==> src/rtl/if_stage_if.sv <==
// Instruction-ROM bus between the fetch stage (master) and a combinational IROM (slave).
interface if_stage_if #(
    parameter int unsigned ADDR_W = 14
);
    logic [ADDR_W-1:0] irom_addr;
    logic [31:0]       irom_data;

    modport master (output irom_addr, input  irom_data);
    modport slave  (input  irom_addr, output irom_data);
endinterface

==> src/rtl/if_stage.sv <==
// Instruction-fetch stage: owns the PC, drives the IROM address and presents
// pc / pc+4 / instruction / rd to IF/ID, with saturating debug counters.
module if_stage #(
    parameter logic [31:0] RESET_PC = 32'h0000_0000,
    parameter int unsigned ADDR_W   = 14,
    parameter int unsigned CNT_W    = 32
) (
    input  logic              clk,
    input  logic              rst_n,
    input  logic              stall,
    input  logic              redirect,
    input  logic [31:0]       redirect_pc,
    if_stage_if.master        irom,
    output logic [31:0]       pc_o,
    output logic [31:0]       pc4_o,
    output logic [31:0]       inst_o,
    output logic [4:0]        wR_o,
    output logic              valid_o,
    output logic [CNT_W-1:0]  fetch_cnt,
    output logic [CNT_W-1:0]  stall_cnt
);

    typedef enum logic {BOOT, RUN} state_t;

    state_t      state_q, state_d;
    logic [31:0] pc_q, pc_d, pc_plus4;
    logic        fetch_inc, stall_inc;
    logic [1:0]  unused_pc_lsb;

    // Target alignment bits are discarded; kept only to document that.
    assign unused_pc_lsb = redirect_pc[1:0];

    assign pc_plus4       = pc_q + 32'd4;
    assign pc_o           = pc_q;
    assign pc4_o          = pc_plus4;
    assign irom.irom_addr = pc_q[ADDR_W+1:2];
    assign wR_o           = inst_o[11:7];

    always_ff @(posedge clk or negedge rst_n) begin
        if (!rst_n) begin
            state_q <= BOOT;
            pc_q    <= RESET_PC;
        end else begin
            state_q <= state_d;
            pc_q    <= pc_d;
        end
    end

    // Redirect outranks both BOOT hold and stall.
    always_comb begin
        state_d   = state_q;
        pc_d      = pc_q;
        inst_o    = '0;
        valid_o   = 1'b0;
        fetch_inc = 1'b0;
        stall_inc = 1'b0;
        case (state_q)
            BOOT: state_d = RUN;
            RUN: begin
                inst_o    = irom.irom_data;
                valid_o   = 1'b1;
                fetch_inc = !stall && !redirect;
                stall_inc = stall && !redirect;
            end
            default: state_d = BOOT;
        endcase
        if (redirect)
            pc_d = {redirect_pc[31:2], 2'b00};
        else if (state_q == RUN && !stall)
            pc_d = pc_plus4;
    end

    always_ff @(posedge clk or negedge rst_n) begin
        if (!rst_n) begin
            fetch_cnt <= '0;
            stall_cnt <= '0;
        end else begin
            if (fetch_inc && fetch_cnt != '1)
                fetch_cnt <= fetch_cnt + 1'b1;
            if (stall_inc && stall_cnt != '1)
                stall_cnt <= stall_cnt + 1'b1;
        end
    end

endmodule

==> src/flat_wrapper.sv <==
// flat-port wrapper written by rule: the top's interface ports become plain ports
module if_stage_flat 
#(
    parameter logic [31:0] RESET_PC = 32'h0000_0000,
    parameter int unsigned ADDR_W   = 14,
    parameter int unsigned CNT_W    = 32
)
  (clk, rst_n, stall, redirect, redirect_pc, pc_o, pc4_o, inst_o, wR_o, valid_o, fetch_cnt, stall_cnt, irom_irom_addr, irom_irom_data);
  if_stage_if #(.ADDR_W(ADDR_W)) irom_i ();
  input  logic clk;
  input  logic rst_n;
  input  logic stall;
  input  logic redirect;
  input  logic [31:0] redirect_pc;
  output logic [31:0] pc_o;
  output logic [31:0] pc4_o;
  output logic [31:0] inst_o;
  output logic [4:0] wR_o;
  output logic valid_o;
  output logic [CNT_W-1:0] fetch_cnt;
  output logic [CNT_W-1:0] stall_cnt;
  output wire logic [$bits(irom_i.irom_addr)-1:0] irom_irom_addr;
  input wire logic [$bits(irom_i.irom_data)-1:0] irom_irom_data;
  assign irom_irom_addr = irom_i.irom_addr;
  assign irom_i.irom_data = irom_irom_data;
  if_stage #(.RESET_PC(RESET_PC), .ADDR_W(ADDR_W), .CNT_W(CNT_W)) u_core (.clk(clk), .rst_n(rst_n), .stall(stall), .redirect(redirect), .redirect_pc(redirect_pc), .irom(irom_i), .pc_o(pc_o), .pc4_o(pc4_o), .inst_o(inst_o), .wR_o(wR_o), .valid_o(valid_o), .fetch_cnt(fetch_cnt), .stall_cnt(stall_cnt));
endmodule
==> config.mk <==
export PLATFORM = sky130hd
export DESIGN_NAME = if_stage_flat
export DESIGN_NICKNAME = d
export VERILOG_FILES = /design/src/rtl/if_stage_if.sv /design/src/rtl/if_stage.sv /design/src/flat_wrapper.sv
export SDC_FILE = /design/constraint.sdc
export NUM_CORES = 1
export LEC_CHECK = 0
export CAP_MARGIN = 20
export CORE_UTILIZATION = 42
export DETAILED_ROUTE_END_ITERATION = 7
export PLACE_DENSITY = 0.8
export SYNTH_ARGS = -nofsm -noshare
export SYNTH_HDL_FRONTEND = slang
export SYNTH_SLANG_ARGS = --single-unit
==> constraint.sdc <==
create_clock -name clk -period 2.5 [get_ports clk]
set_clock_uncertainty 0.05 [all_clocks]
set_input_delay 0.75 -clock clk [delete_from_list [all_inputs] [get_ports clk]]
set_output_delay 0.75 -clock clk [all_outputs]
set_load 0.01 [all_outputs]
==> results.md, run 1 <==
- Critical-path top delay cell: dfrtp_2
- Critical path data arrival time: 2.06 ns
- Slew Limit Fails: 0
- Synth Register Bits: 95
- Initial DRC count: 352
- Num CTS Buffers: 9
- Crit path time final: 2.86 ns
- Pin count of the biggest net entering global routing: 60
- Worst min path class: in2async
- Dominant synthesized flop cell: dfrtp_1
- Drt pass-1 iters: 5
- Status: complete, but fails checks
- Clock insertion delay at the later pin of the skew report: 0.34 ns
- Setup WS post-layout: -0.363 ns
- Reg2reg setup slack: 0.29 ns
- Port Buffers: 241
- Area leader, netlist: dfrtp_1
- Clk sinks: 95
- P&R area growth vs syn: 62.8%
- Fin Hold WS: 0.301 ns
- Synth top area cells: dfrtp_1 42%, xnor2_1 12%, xor2_1 5.9%
- CTS tree: yes
- Fillers: 1038
- Routed wire length per instance: 15.9 um
- Area share of the largest cell type after synthesis: 41.8%
- Max Fclk: 349 MHz
- Synth top cells by count: 95 x dfrtp_1, 76 x xnor2_1, 68 x nand2_1
- Syn Inst Count: 597
- Critical Path Sink Type: output pin
- Die Wd: 118 um
- Via Count: 5475
- First-pass GRT wire length: 27800 um
- Max-cap viol count: 0
- Synthesized area per cell: 9.52 um^2
- Reg-to-reg endpoint: u_core.pc_o[13]
- Fin crit share: 115%
- Rel. slew slack: 59.0%
- # IOs: 248
- Multi-input gate area: 3260 um^2
- GRT Total Usage: 24.6%
- Max H-tree Level: 3
- Root Driver: clkbuf_16
- Initial Util: 42.9%
- Ys async rst share: 100%
- Power per cell area: 479 nW/um^2
- Die height: 118 um
- Vias/cell: 5.06
- CP required: 1.70 ns
- Crit start category: register
- Crit-path cells: nand4_4 -> buf_6 -> nor4_4 -> buf_4 -> buf_6 -> nand4_1 -> xnor2_1 -> buf_2
- Top-count cell post-synth: dfrtp_1
- Synth cell types: 47
- Cell repeated most along the worst path: buf_6
- WL final: 17300 um
- DRC: 0
- Antenna Nets Post-Route: 0
- Final setup fails: 22
- Worst Reg-to-Reg Cells: 9
- Reg area: 2390 um^2
- Core Rows: 42
- Final Power: 4.43 mW
- Final hold vios: 0
- Die ar.: 14000 um^2
- Final nets: 972
- Fin Setup TNS: -4.92 ns
- RePlAce Congestion: 0.914
- CP Class: reg2out
- Violated checks: negative setup slack
- Peak supply drop: 548 uV
- Post-synth EDFFs: 0
- Pleak: 4.11 nW
- Fraction of layout cells with a size suffix above 1: 22.7%
- Initial antenna violation count: 0
- CORE AREA: 13200 um^2
- Ant. Diodes: 0
- Clock Tree Buf Depth: 2
- RR Startpoint: u_core.pc_o[7]
- Crit path largest cell delay: 0.39 ns
- Vias in the first global route: 5430
- Worst-Margin Slew: 0.610 ns
- RSZ-0062 raised after global routing: true
- Total global routing overflow: 0
- YS warnings: 0
- Cell area after synthesis: 5680 um^2
- Reg clk slew, reported paths: 0.07 ns
- Seq/Total Area, Yosys: 41.8%
- Final HPWL DP: 12600 um
- Critical path fanouts, max: 3
==> sequential cells by signal, indices dropped and copies added (netlist names) <==
register	cells
u_core.pc_o	30
u_core.state_q	1
u_core.fetch_cnt	32
u_core.stall_cnt	32
==> through the flow <==
stage | area [um^2] | std cells | worst slack, ns | util [%]
6_report | 9250 | 1082 | -0.363 | 69.9
4_1_cts | 9080 | 1072 | -0.345 | 68.5
5_1_grt | 9250 | 1082 | -0.454 | 69.9
2_1_floorplan | 5720 | 600 | -0.00837 | -
3_3_place_gp | 8640 | 1040 | -0.327 | 65.2
3_5_place_dp | 8640 | 1040 | -0.385 | 65.2
==> worst max-delay path by stage <==
stage | startpoint | depth (start not counted) | endpoint | slack, ns
CTS | u_core.pc_o[11] | 8 | pc4_o[24] | -0.34
floorplan | u_core.pc_o[14] | 6 | pc4_o[24] | -0.008
finish | u_core.pc_o[8] | 8 | pc4_o[28] | -0.36
detailed placement | u_core.pc_o[8] | 6 | pc4_o[27] | -0.39
global route | u_core.pc_o[8] | 8 | pc4_o[24] | -0.45
global placement | u_core.pc_o[8] | 7 | pc4_o[30] | -0.33
==> layout by cell type, fill, tap and decap left out, drive strengths merged, types with 2 or more instances in the layout <==
| cell | count |
|---|---|
| nand4 | 49 |
| clkdlybuf4s50 | 174 |
| xnor2 | 76 |
| and4 | 5 |
| nand3b | 2 |
| nand3 | 41 |
| mux2 | 7 |
| a21oi | 2 |
| clkbuf | 12 |
| and2 | 37 |
| nor4 | 7 |
| conb | 5 |
| nand2 | 68 |
| clkinv | 2 |
| buf | 121 |
| nand4b | 4 |
| inv | 8 |
| nor3 | 22 |
| a21boi | 2 |
| nor2 | 26 |
| o21ai | 29 |
| or4 | 2 |
| dfrtp | 95 |
| dlygate4sd2 | 41 |
| ha | 3 |
| mux2i | 2 |
| and3 | 14 |
| and4bb | 2 |
| xor2 | 38 |
| nand2b | 2 |
==> kinds of logic after synthesis <==
logic type	count (synthesis)	synth area share, %
AO/OA/AOI/OAI	36	3.87
adder cells (fa/ha/maj)	3	0.660
buffers and inverters	53	5.22
flip-flops	95	41.8
XOR/XNOR	114	17.6
AND/OR/NAND/NOR	285	29.0
other	2	0.132
multiplexers	9	1.74
==> power by group <==
part           internal [mW]  switching [mW]  leakage (nW)
clock                  0.815           0.607         0.151
sequential              1.66           0.160          1.23
combinational          0.671           0.523          2.73
total                   3.14            1.29          4.11
==> layout make-up <==
cell class | instances | share of cell area (%)
Tap cell | 176 | 2.38
Multi-Input combinational cell | 452 | 35.2
Timing Repair Buffer | 337 | 33.0
Clock inverter | 5 | 0.703
Sequential cell | 95 | 25.8
Inverter | 6 | 0.243
Clock buffer | 11 | 2.62
==> worst max-delay path, delay by kind of cell, from the launching register on <==
| family | cells | cell delay [ns] |
|---|---|---|
| flip-flops | 1 | 0.39 |
| XOR/XNOR | 1 | 0.19 |
| buffers and inverters | 4 | 0.60 |
| AND/OR/NAND/NOR | 3 | 0.55 |
==> layer usage <==
layer	wire length [um]	global-route usage (%)
met1	7230	30.6
met2	8870	42.9
met3	880	4.58
met4	269	7.77
met5	0	0
==> what timing repair did <==
action	4_1_cts	5_1_grt
endpoints found under the setup margin	65	26
pin swaps	21	19
buffers inserted	16	11
gates resized for setup	176	22
hold buffers	0	0
Power figures use the tool's default switching activity.
==> run 2: changes to the inputs <==
CORE_ASPECT_RATIO = 0.9   (was unset)
GPL_ROUTABILITY_DRIVEN = 0   (was unset)
==> results.md, run 2 (same netlist as run 1, synthesis figures left out) <==
- Final Power: 4.42 mW
- DRC: 0
- RR Startpoint: u_core.pc_o[6]
- Via Count: 5705
- Fraction of layout cells with a size suffix above 1: 22.4%
- Total global routing overflow: 0
- Ant. Diodes: 0
- Reg area: 2390 um^2
- CORE AREA: 12900 um^2
- Vias/cell: 5.35
- Multi-input gate area: 3240 um^2
- Vias in the first global route: 5533
- Initial DRC count: 393
- Most common cell after layout, fill and taps aside: clkdlybuf4s50_1
- Fillers: 954
- Clock insertion delay at the later pin of the skew report: 0.35 ns
- CP required: 1.70 ns
- Critical-path top delay cell: dfrtp_1
- Worst-Margin Slew: 0.541 ns
- Reg-to-reg endpoint: u_core.pc_o[11]
- Clk sinks: 95
- Critical Path Sink Type: output pin
- Routed wire length per instance: 17.8 um
- Crit start category: register
- Post-route cell area: 9160 um^2
- Die height: 112 um
- Initial Util: 44.0%
- Crit path buf inv count: 3
- Max-cap viol count: 0
- Max Fclk: 341 MHz
- Final nets: 971
- Placed cells: 1031
- First-pass GRT wire length: 29000 um
- Crit-path cells: nand3_4 -> buf_6 -> nor4_4 -> buf_4 -> nand2_4 -> nor3_4 -> xor2_1 -> buf_2
- Initial antenna violation count: 0
- CTS tree: yes
- Max H-tree Level: 3
- P&R area growth vs syn: 61.2%
- Largest delay share family, worst path: simple AND/OR/NAND/NOR gates
- Pleak: 4.07 nW
- GRT Total Usage: 26.2%
- Root Driver: clkbuf_16
- Core Rows: 39
- Clock Tree Buf Depth: 2
- Fin Setup TNS: -5.70 ns
- Violated checks: negative setup slack
- Pin count of the biggest net entering global routing: 59
- # IOs: 248
- Drt pass-1 iters: 5
- Port Buffers: 241
- Status: complete, but fails checks
- Slew Limit Fails: 0
- Crit path largest cell delay: 0.40 ns
- WL final: 19000 um
- Final hold vios: 0
- Die ar.: 14000 um^2
- Peak supply drop: 368 uV
- Reg clk slew, reported paths: 0.06 ns
- Final HPWL DP: 13800 um
- Critical path fanouts, max: 4
- Worst Reg-to-Reg Cells: 9
- Rel. slew slack: 63.6%
- Setup WS post-layout: -0.430 ns
- Antenna Nets Post-Route: 0
- RSZ-0062 raised after global routing: true
- Fin crit share: 117%
- Critical path data arrival time: 2.13 ns
- Die Wd: 125 um
- Crit path time final: 2.93 ns
- Num CTS Buffers: 9
- Final std cells w/o fill: 1067
- DP Worst Slack: -0.404 ns
- Area after DPL: 8630 um^2
- Final setup fails: 23
- Reg2reg setup slack: 0.34 ns
- Worst min path class: in2async
- Most frequent cells in the layout: 174 x clkdlybuf4s50_1, 86 x dfrtp_1, 82 x buf_4
- CP Class: reg2out
- Power per cell area: 482 nW/um^2
==> run 2: changes by cell type in the layout (fill, tap and decap cells not counted), moves of 2 or more <==
cell | previous run | this run
xnor2_1 | 69 | 71
dlygate4sd2_1 | 41 | 35
clkdlybuf4s15_2 | 0 | 3
clkinv_2 | 0 | 2
nand2_2 | 2 | 0
xnor2_2 | 7 | 5
buf_4 | 80 | 82
buf_12 | 4 | 2
inv_6 | 2 | 0
clkdlybuf4s15_1 | 0 | 3
==> run 2: worst max-delay path by stage <==
stage,from,to,slack (ns),cells after the start
finish,u_core.pc_o[6],pc4_o[24],-0.43,8
detailed placement,u_core.pc_o[14],pc4_o[20],-0.40,6
floorplan,u_core.pc_o[14],pc4_o[24],-0.008,6
CTS,u_core.pc_o[3],pc4_o[26],-0.35,8
global placement,u_core.pc_o[12],pc4_o[20],-0.35,6
global route,u_core.pc_o[6],pc4_o[24],-0.52,8
==> run 2: final cells by class <==
class                   count  share of cell area, %
inverters                   6                  0.246
multi-input cells         452                   35.4
repair buffers            336                   33.0
clock inverters             4                  0.533
well taps                 164                   2.24
flip-flops and latches     95                   26.1
clock buffers              10                   2.50
==> run 2: repair_timing <==
action,4_1_cts,5_1_grt
hold buffers,0,0
pin swaps,19,21
resized for setup,177,27
setup endpoints to repair,65,25
setup buffers,12,11
==> run 2: power breakdown <==
| part | switching (mW) | internal (mW) |
|---|---|---|
| Clock | 0.583 | 0.763 |
| Sequential | 0.169 | 1.66 |
| Combinational | 0.553 | 0.691 |
| Total | 1.31 | 3.11 |
==> run 2: stage by stage <==
step                util [%]  hold slack, ns
finish                  70.9           0.331
floorplan                  -           0.404
detailed placement      66.7           0.439
global placement        66.7           0.434
CTS                     69.5           0.340
global route            70.9           0.364
==> run 2: routing by layer <==
layer	GRT usage (%)	vias up	share of wire (%)
met4	12.0	0	3.7
li1	-	2630	-
met5	0	-	0
met2	47.0	249	52
met3	5.67	43	6.1
met1	29.9	2783	38
==> run 3: changes to the inputs <==
CTS_BUF_LIST = sky130_fd_sc_hd__clkbuf_2   (was unset)
GPL_TIMING_DRIVEN = 0   (was unset)
TNS_END_PERCENT = 10   (was unset)
==> results.md, run 3 (same netlist as run 1, synthesis figures left out) <==
- Status: complete, but fails checks
- Violated checks: negative setup slack
- Reg-to-reg endpoint: u_core.stall_cnt[1]
- Pleak: 4.66 nW
- Root Driver: clkbuf_2
- Max-cap viol count: 0
- Crit-path cells: buf_4 -> ha_4 -> nand2_4 -> nor4_4 -> buf_6 -> buf_6 -> nand4_1 -> xnor2_1 -> buf_2
- Ant. Diodes: 0
- Fin Hold WS: 0.0550 ns
- # IOs: 248
- Max Fclk: 316 MHz
- Worst-Margin Slew: 0.625 ns
- Cell repeated most along the worst path: buf_6
- Reg2reg setup slack: 0.19 ns
- Final HPWL DP: 13500 um
- Die ar.: 14000 um^2
- Peak supply drop: 353 uV
- Final hold vios: 0
- Busiest grt layer: met2
- Core Rows: 39
- Worst Reg-to-Reg Cells: 6
- Fraction of layout cells with a size suffix above 1: 30.8%
- Clock Tree Buf Depth: 2
- CTS tree: yes
- # hold bufs at CTS: 0
- Total global routing overflow: 0
- RSZ-0062 raised after global routing: true
- RR Startpoint: u_core.stall_cnt[0]
- Pin count of the biggest net entering global routing: 52
- Worst min path class: in2async
- Met3 global-route usage: 7.63%
- Routed wire length per instance: 17.9 um
- CP Class: reg2out
- Die Wd: 125 um
- Crit path time final: 3.17 ns
- Port Buffers: 241
- Crit start category: register
- Most frequent cells in the layout: 76 x clkdlybuf4s50_1, 74 x xnor2_1, 68 x buf_4
- Critical-path top delay cell: dfrtp_2
- Num CTS Buffers: 9
- First-pass GRT wire length: 29400 um
- Met1 usage: 31.2%
- Vias in the first global route: 5542
- GRT Total Usage: 26.7%
- DP Worst Slack: -0.771 ns
- Setup WS post-layout: -0.666 ns
- Initial Util: 44.0%
- Initial DRC count: 294
- Critical Path Sink Type: output pin
- Drt pass-1 iters: 4
- Most common cell after layout, fill and taps aside: clkdlybuf4s50_1
- Crit path largest cell delay: 0.43 ns
- Fin crit share: 127%
- Final setup fails: 32
- Reg clk slew, reported paths: 0.26 ns
- Clock insertion delay at the later pin of the skew report: 0.60 ns
- Power per cell area: 409 nW/um^2
- Slew Limit Fails: 0
- Rel. slew slack: 58.3%
- Critical path fanouts, max: 6
- Critical path data arrival time: 2.37 ns
- Fillers: 935
- DRC: 0
- Reg area: 2430 um^2
- Antenna Nets Post-Route: 0
- CP required: 1.70 ns
- CORE AREA: 12900 um^2
- P&R area growth vs syn: 57.8%
- Via Count: 5641
- Initial antenna violation count: 0
- Clk sinks: 95
- Core Util, Final: 69.4%
- Final nets: 961
- M2 GR Usage: 46.7%
- Max H-tree Level: 3
- WL final: 18900 um
- Multi-input gate area: 3220 um^2
- Vias/cell: 5.33
- Fin Setup TNS: -14.98 ns
- Final Power: 3.67 mW
- Die height: 112 um
[run 3: cell count changes in the layout (fill, tap and decap cells not counted), sizes merged]
cell / delta
clkdlybuf4s50: -98
dlymetal6s2s: +49
buf: +23
clkbuf: +15
dlygate4sd2: +2
bufinv: -1
clkdlybuf4s15: -1
clkinv: +1
clkinvlp: +1
inv: +1
[run 3: power breakdown]
group	total [mW]	internal, mW	switching (mW)
Clock	0.656	0.130	0.525
Sequential	1.86	1.67	0.186
Combinational	1.16	0.631	0.527
Total	3.67	2.43	1.24
[run 3: per-stage QoR]
step | cells | instance area (um^2)
after floorplan | 600 | 5720
after global placement | 1005 | 8330
after detailed placement | 1006 | 8360
after CTS | 1052 | 8600
after global routing | 1059 | 8970
final | 1059 | 8970
[run 3: area by class of cell]
type	count	share of cell area, %
inverters	6	0.251
repair buffers	279	29.5
multi-input cells	452	35.9
clock inverters	6	0.391
well taps	164	2.29
clock buffers	10	0.558
flip-flops and latches	95	27.1
plain buffers	47	4.00
[run 3: how the worst max path moves through the flow]
stage,startpoint,end,slack [ns],depth (start not counted)
floorplan,u_core.pc_o[14],pc4_o[24],-0.008,6
global placement,rst_n,u_core.pc_o[12],-3.22,1
detailed placement,u_core.pc_o[2],pc4_o[24],-0.77,8
CTS,u_core.pc_o[2],pc4_o[28],-0.76,8
global route,u_core.pc_o[2],pc4_o[21],-0.87,8
finish,u_core.pc_o[2],pc4_o[28],-0.67,9
[run 3: routing by layer]
| metal | vias to the layer above | routed length [um] |
|---|---|---|
| met5 | - | 0 |
| met4 | 0 | 603 |
| met3 | 39 | 1300 |
| met2 | 222 | 9640 |
| met1 | 2761 | 7370 |
| li1 | 2619 | - |
[run 3: timing repair]
action	in CTS	in global routing
setup endpoints to repair	130	135
setup buffers	30	7
resized for setup	354	117
pin swaps	18	14
[run 3: worst max-delay path: cells and delay by family, from the launching register on]
family / cells / cell delay [ns]
xor gates and xnor gates: 1 / 0.20
and+or+nand+nor: 3 / 0.44
buffers and inverters: 4 / 0.56
adders and majority gates: 1 / 0.14
DFF: 1 / 0.43
